## src/rtl/cga_pkg.sv

```systemverilog
// Shared timing constants for the CGA 2x scandoubler sequencer.
// Counts are in 28.6364 MHz clk cycles; the fast line is half an input line.
package cga_pkg;
    localparam int ADDR_W    = 10;
    localparam int LINE_CLKS = 912;
    localparam int HS_START  = 720;
    localparam int HS_END    = 880;
    localparam int ACT_END   = 640;
    localparam int TIMEOUT   = 4095;
    localparam int WD_W      = 12;
endpackage

```

## src/rtl/scan_wrap_counter.sv

```systemverilog
// Up-counter with synchronous clear and enable; at its last value it either wraps to 0
// or holds there (SATURATE). wrap flags the last value.
module scan_wrap_counter #(
    parameter int WIDTH    = 10,
    parameter int MODULO   = 912,
    parameter bit SATURATE = 1'b0
) (
    input  logic             clk,
    input  logic             reset,
    input  logic             clr,
    input  logic             en,
    output logic [WIDTH-1:0] count,
    output logic             wrap
);
    localparam logic [WIDTH-1:0] LAST = WIDTH'(MODULO - 1);

    logic [WIDTH-1:0] count_next;

    assign wrap = (count == LAST);

    always_comb begin
        count_next = count;
        if (clr) begin
            count_next = '0;
        end else if (en) begin
            if (!wrap) begin
                count_next = count + 1'b1;
            end else if (!SATURATE) begin
                count_next = '0;
            end
        end
    end

    always_ff @(posedge clk) begin
        if (reset) begin
            count <= '0;
        end else begin
            count <= count_next;
        end
    end
endmodule

```

## src/rtl/cga_scandoubler_ctrl.sv

```systemverilog
// Line-doubling sequencer: input hsync edge detect, ping-pong bank select, half-rate write
// and full-rate read addressing, doubled sync/blank generation and a loss-of-sync watchdog.
module cga_scandoubler_ctrl
    import cga_pkg::*;
#(
    parameter int ADDR_W    = cga_pkg::ADDR_W,
    parameter int LINE_CLKS = cga_pkg::LINE_CLKS,
    parameter int HS_START  = cga_pkg::HS_START,
    parameter int HS_END    = cga_pkg::HS_END,
    parameter int ACT_END   = cga_pkg::ACT_END,
    parameter int TIMEOUT   = cga_pkg::TIMEOUT
) (
    input  logic              clk,
    input  logic              reset,
    input  logic              hsync_in,
    input  logic              vsync_in,
    output logic              bank_sel,
    output logic [ADDR_W-1:0] wr_addr,
    output logic              wr_en,
    output logic [ADDR_W-1:0] rd_addr,
    output logic              dbl_hsync,
    output logic              dbl_vsync,
    output logic              dbl_blank,
    output logic              locked
);
    localparam logic [ADDR_W-1:0] WR_LAST = '1;

    logic              hs_old;
    logic              phase;
    logic              line_evt;
    logic              rd_wrap;
    logic [ADDR_W-1:0] rd_next;
    logic [WD_W-1:0]   wd_cnt;
    logic              wd_wrap;
    logic              locked_next;
    logic              blank_next;

    assign line_evt = hsync_in & ~hs_old;

    scan_wrap_counter #(
        .WIDTH   (ADDR_W),
        .MODULO  (LINE_CLKS),
        .SATURATE(1'b0)
    ) u_fast_cnt (
        .clk  (clk),
        .reset(reset),
        .clr  (line_evt),
        .en   (1'b1),
        .count(rd_addr),
        .wrap (rd_wrap)
    );

    scan_wrap_counter #(
        .WIDTH   (WD_W),
        .MODULO  (TIMEOUT + 1),
        .SATURATE(1'b1)
    ) u_watchdog (
        .clk  (clk),
        .reset(reset),
        .clr  (line_evt),
        .en   (1'b1),
        .count(wd_cnt),
        .wrap (wd_wrap)
    );

    wd_sat_value: assert property (@(posedge clk) disable iff (reset)
        wd_wrap |-> (wd_cnt == WD_W'(TIMEOUT)));

    // Blank is registered from the next-cycle count so it lines up with rd_addr itself.
    assign rd_next     = (line_evt || rd_wrap) ? '0 : rd_addr + 1'b1;
    assign locked_next = line_evt ? 1'b1 : (wd_wrap ? 1'b0 : locked);
    assign blank_next  = ~locked_next | (rd_next >= ADDR_W'(ACT_END));

    assign wr_en = locked & phase & (wr_addr != WR_LAST);

    always_ff @(posedge clk) begin
        if (reset) begin
            hs_old    <= 1'b0;
            phase     <= 1'b0;
            bank_sel  <= 1'b0;
            wr_addr   <= '0;
            locked    <= 1'b0;
            dbl_hsync <= 1'b0;
            dbl_vsync <= 1'b0;
            dbl_blank <= 1'b1;
        end else begin
            hs_old    <= hsync_in;
            locked    <= locked_next;
            dbl_blank <= blank_next;
            if (line_evt) begin
                phase    <= 1'b0;
                wr_addr  <= '0;
                bank_sel <= ~bank_sel;
            end else begin
                phase <= ~phase;
                if (phase && (wr_addr != WR_LAST)) begin
                    wr_addr <= wr_addr + 1'b1;
                end
            end
            // Doubled hsync free-runs off the fast count, even while unlocked.
            if (rd_addr == ADDR_W'(HS_START)) begin
                dbl_hsync <= 1'b1;
            end else if (rd_addr == ADDR_W'(HS_END)) begin
                dbl_hsync <= 1'b0;
            end
            if (line_evt || rd_wrap) begin
                dbl_vsync <= vsync_in;
            end
        end
    end
endmodule
```

## config.mk

```make
export PLATFORM = sky130hd
export DESIGN_NAME = cga_scandoubler_ctrl
export DESIGN_NICKNAME = d
export VERILOG_FILES = /design/src/rtl/cga_pkg.sv /design/src/rtl/scan_wrap_counter.sv /design/src/rtl/cga_scandoubler_ctrl.sv
export SDC_FILE = /design/constraint.sdc
export NUM_CORES = 1
export LEC_CHECK = 0
export ABC_AREA = 1
export BUFFER_PORTS_ARGS = -buffer_cell sky130_fd_sc_hd__buf_4
export CORE_MARGIN = 2
export CORE_UTILIZATION = 46
export DETAILED_ROUTE_END_ITERATION = 8
export PLACE_DENSITY = 0.66
export SETUP_SLACK_MARGIN = 0.1
export SLEW_MARGIN = 15
export SYNTH_ARGS = -nofsm -noshare
export SYNTH_HDL_FRONTEND = slang
export SYNTH_HIERARCHICAL = 1
export SYNTH_SLANG_ARGS = --single-unit
```

## constraint.sdc

```tcl
create_clock -name clk -period 1.73 [get_ports clk]
set_clock_uncertainty 0.1 [all_clocks]
set_input_delay 0.173 -clock clk [delete_from_list [all_inputs] [get_ports clk]]
set_output_delay 0.173 -clock clk [all_outputs]
set_load 0.01 [all_outputs]
```

==> results.sh <==
export IMPL_run_status="completed"
export IMPL_reg2regPathDepth=6
export IMPL_ir_drop_v=0.000300
export IMPL_synthFlopType="sky130_fd_sc_hd__dfxtp_1"
export IMPL_vias=2179
export IMPL_post_synth_and_or_nand_nor_area_fraction_pct=43.3
export IMPL_global_route_usage_total_pct=19.3
export IMPL_syn_mean_instance_area_sq_um=6.82
export IMPL_wl_per_cell_um=11.2
export IMPL_clk_path_buf_depth=2
export IMPL_xor_xnor_portion_of_the_synthesized_cell_area_pct=2.72
export IMPL_die_y_um=74.0
export IMPL_port_buffer_count=29
export IMPL_timing_setup_tns_ps=0
export IMPL_hold_path_depth=3
export IMPL_totalWireLength_mm=4.98
export IMPL_setup_viol=0
export IMPL_drtIter0Drc=161
export IMPL_gr_overflow_total=0
export IMPL_layout_min_cycle_time_ps=1600
export IMPL_cts_tree="done"
export IMPL_grt_max_degree=17
export IMPL_synthCells=330
export IMPL_synth_seq_area_share_pct=34.7
export IMPL_grt_setup_unrepaired="true"
export IMPL_hold_ws_ps=11.7
export IMPL_crit_reg2reg_launch="u_watchdog/count[1]$_SDFFE_PP0P_"
export IMPL_dr_vias_cell=4.91
export IMPL_synth_top_cells_by_count="sky130_fd_sc_hd__nand2_1, sky130_fd_sc_hd__nor2_1, sky130_fd_sc_hd__dfxtp_1"
export IMPL_detail_route_first_pass_iterations=5
export IMPL_critPathArrivalTime_ps=1330
export IMPL_clock_fmax_mhz=624
export IMPL_synth_adder_area_share_pct=2.78
export IMPL_first_global_vias=1898
export IMPL_share_of_the_synthesized_area_in_compound_gates_ao_oa_aoi_oai_pct=6.94
export IMPL_worst_endpoint_required_ps=1460
export IMPL_holdCritStartpoint="hsync_in"
export IMPL_cts_htree_levels=2
export IMPL_final_critical_path_setup_slack_ps=126
export IMPL_holdBufCountCts=0
export IMPL_die_w_um=74.0
export IMPL_synth_distinct_cells=36
export IMPL_synth_largest_area_cell="sky130_fd_sc_hd__dfxtp_1"
export IMPL_dpl_worst_slack_ps=154
export IMPL_fill_cells=477
export IMPL_core_area_sq_um=4720
export IMPL_critical_path_class="reg2out"
export IMPL_final_hold_viol_count=0
export IMPL_synth_area_leaders="sky130_fd_sc_hd__dfxtp_1, sky130_fd_sc_hd__nand2_1, sky130_fd_sc_hd__nor2_1, sky130_fd_sc_hd__inv_1, sky130_fd_sc_hd__a21oi_1"
export IMPL_main_combinational_cell_family_by_area_after_synthesis="simple AND/OR/NAND/NOR gates"
export IMPL_post_route_period_util_pct=92.7
export IMPL_clockRootBuffer="sky130_fd_sc_hd__clkbuf_8"
export IMPL_drive_gt1_share_pct=23.1
export IMPL_postRouteAntennaNets=0
export IMPL_async_reset_ff_share_pct=0
export IMPL_cellPowerDensity_nw_per_um2=607
export IMPL_start_kind="register"
export IMPL_global_route_wire_length_before_repair_mm=8.20
export IMPL_antenna_cells_inserted=0
export IMPL_synth_area_mux_share_pct=0.444
export IMPL_clock_insertion_delay_at_the_later_pin_of_the_skew_report_ps=290
export IMPL_drt_drc_violations_left=0
export IMPL_area_growth_syn_to_fin_pct=22.7
export IMPL_place_detailed_hpwl_mm=3.58
export IMPL_dieArea_sq_um=5470
export IMPL_clock_transition_time_at_the_flip_flop_clock_pins_of_the_worst_setup_and_hold_paths_ps=80
export IMPL_worst_hold_path_type="in2reg"
export IMPL_critPathMaxFanout=2
export IMPL_regToRegEndpoint="u_watchdog/count[5]$_SDFFE_PP0P_"
export IMPL_layout_nets=385
export IMPL_initial_core_util_pct=47.7
export IMPL_critPathCaptureType="output port"
export IMPL_maxSlewViolCount=0
export IMPL_io_pins=30
export IMPL_synth_area_sq_um=2250
export IMPL_std_cell_rows=25
export IMPL_yosys_warnings=6
export IMPL_cts_made_buffers=5
export IMPL_power_leakage_nw=1.21
export IMPL_post_synth_top_count_cell="sky130_fd_sc_hd__nand2_1"
export IMPL_regToRegSetupSlack_ps=250
export IMPL_netlist_area_leader_share_pct=34.7
export IMPL_globalplace_congestion=0.826
export IMPL_count_of_flip_flops_with_a_built_in_enable_after_synthesis=0
export IMPL_yosys_register_bits=39
export IMPL_number_of_antenna_violations_at_the_first_check_in_global_routing=0
export IMPL_hold_path_end="hs_old$_SDFF_PP0_"
export IMPL_cap_viol_max_count=0
export IMPL_clock_sink_count=39
[critical path, stage by stage, from the launching register on]
cell	delay, ps
sky130_fd_sc_hd__dfxtp_2	360
sky130_fd_sc_hd__ha_4	150
sky130_fd_sc_hd__nand3_4	70
sky130_fd_sc_hd__nand3b_4	170
sky130_fd_sc_hd__nand2_4	80
sky130_fd_sc_hd__inv_6	30
sky130_fd_sc_hd__nand2_2	40
sky130_fd_sc_hd__inv_2	30
sky130_fd_sc_hd__buf_6	100
[how the worst max path moves through the flow]
stage / startpoint / endpoint / slack [ps]
after floorplan: wr_addr[0]$_SDFFE_PP0P_ / wr_en / 180
after global placement: u_fast_cnt/count[1]$_SDFFE_PP0P_ / dbl_blank$_SDFF_PP1_ / 170
after detailed placement: u_fast_cnt/count[1]$_SDFFE_PP0P_ / dbl_blank$_SDFF_PP1_ / 150
after CTS: wr_addr[1]$_SDFFE_PP0P_ / wr_en / 110
after global routing: wr_addr[0]$_SDFFE_PP0P_ / wr_en / 60
final: wr_addr[0]$_SDFFE_PP0P_ / wr_en / 130
[cells by family after synthesis]
| kind of cell | after synthesis |
|---|---|
| flops | 39 |
| simple gates | 197 |
| xor+xnor | 7 |
| other cells | 1 |
| mux | 1 |
| compound gates | 30 |
| buf+inv | 50 |
| fa+ha+maj | 5 |
[area by class of cell]
| class | instances | area (sq um) | share of cell area [%] |
|---|---|---|---|
| multi-input cells | 243 | 1320 | 47.7 |
| clock inverters | 1 | 5.00 | 0.181 |
| flip-flops and latches | 39 | 790 | 28.6 |
| clock buffers | 7 | 76.3 | 2.76 |
| inverters | 46 | 178 | 6.43 |
| repair buffers | 41 | 312 | 11.3 |
| well taps | 67 | 83.8 | 3.03 |
[flip-flops by register name, indices dropped and copies added, names as in the netlist]
name	flops
dbl_vsync	1
u_fast_cnt/count	10
wr_addr	10
u_watchdog/count	12
bank_sel	1
locked	1
dbl_blank	1
phase	1
dbl_hsync	1
hs_old	1
[layer usage]
layer	track usage, %	share of wire, %
met1	25.5	47
met2	30.9	47
met3	4.61	5.0
met4	6.67	0.92
met5	0	0
[power by group]
| group | total [W] | switching (W) | internal [W] |
|---|---|---|---|
| clock network | 0.000592 | 0.000309 | 0.000283 |
| logic | 0.000152 | 0.0000868 | 0.0000650 |
| registers | 0.000933 | 0.0000168 | 0.000916 |
| total | 0.00168 | 0.000412 | 0.00126 |
[placed cells by master (no fill, tap or decap), types with 2 or more instances in the layout]
| master | netlist | routed |
|---|---|---|
| sky130_fd_sc_hd__nand2_1 | 87 | 85 |
| sky130_fd_sc_hd__nand2_4 | 2 | 2 |
| sky130_fd_sc_hd__inv_1 | 38 | 37 |
| sky130_fd_sc_hd__nand3b_1 | 6 | 6 |
| sky130_fd_sc_hd__conb_1 | 1 | 2 |
| sky130_fd_sc_hd__nand3_2 | 6 | 6 |
| sky130_fd_sc_hd__inv_2 | 6 | 6 |
| sky130_fd_sc_hd__nor3b_1 | 3 | 3 |
| sky130_fd_sc_hd__nand4_1 | 12 | 12 |
| sky130_fd_sc_hd__xnor2_1 | 3 | 3 |
| sky130_fd_sc_hd__nor2_1 | 47 | 47 |
| sky130_fd_sc_hd__o21ai_1 | 3 | 3 |
| sky130_fd_sc_hd__nor2_4 | 2 | 2 |
| sky130_fd_sc_hd__clkinv_1 | 2 | 2 |
| sky130_fd_sc_hd__xor2_1 | 4 | 4 |
| sky130_fd_sc_hd__nor2_2 | 3 | 3 |
| sky130_fd_sc_hd__clkbuf_1 | 1 | 2 |
| sky130_fd_sc_hd__clkbuf_8 | 0 | 5 |
| sky130_fd_sc_hd__dfxtp_1 | 39 | 32 |
| sky130_fd_sc_hd__ha_1 | 5 | 4 |
| sky130_fd_sc_hd__nand2_2 | 2 | 4 |
| sky130_fd_sc_hd__dfxtp_2 | 0 | 7 |
| sky130_fd_sc_hd__a21oi_1 | 20 | 20 |
| sky130_fd_sc_hd__o21ai_0 | 5 | 5 |
| sky130_fd_sc_hd__nand3_4 | 1 | 2 |
| sky130_fd_sc_hd__buf_4 | 2 | 40 |
| sky130_fd_sc_hd__nor3_1 | 3 | 2 |
| sky130_fd_sc_hd__nand3_1 | 17 | 17 |
[metrics by stage]
step	power, W	instance area [sq um]	std cells	utilization (%)
floorplan	0.00104	2260	331	-
global placement	0.00109	2590	432	54.9
detailed placement	0.00109	2590	432	54.9
CTS	0.00169	2730	443	57.9
global route	0.00176	2760	444	58.5
finish	0.00168	2760	444	58.5
[timing repair]
action,CTS,global route
buffers inserted,3,0
gates resized for setup,11,7
cloned,0,1
setup endpoints to repair,1,18
pin swaps,2,2
No activity file was read; power rests on OpenSTA's default activity.
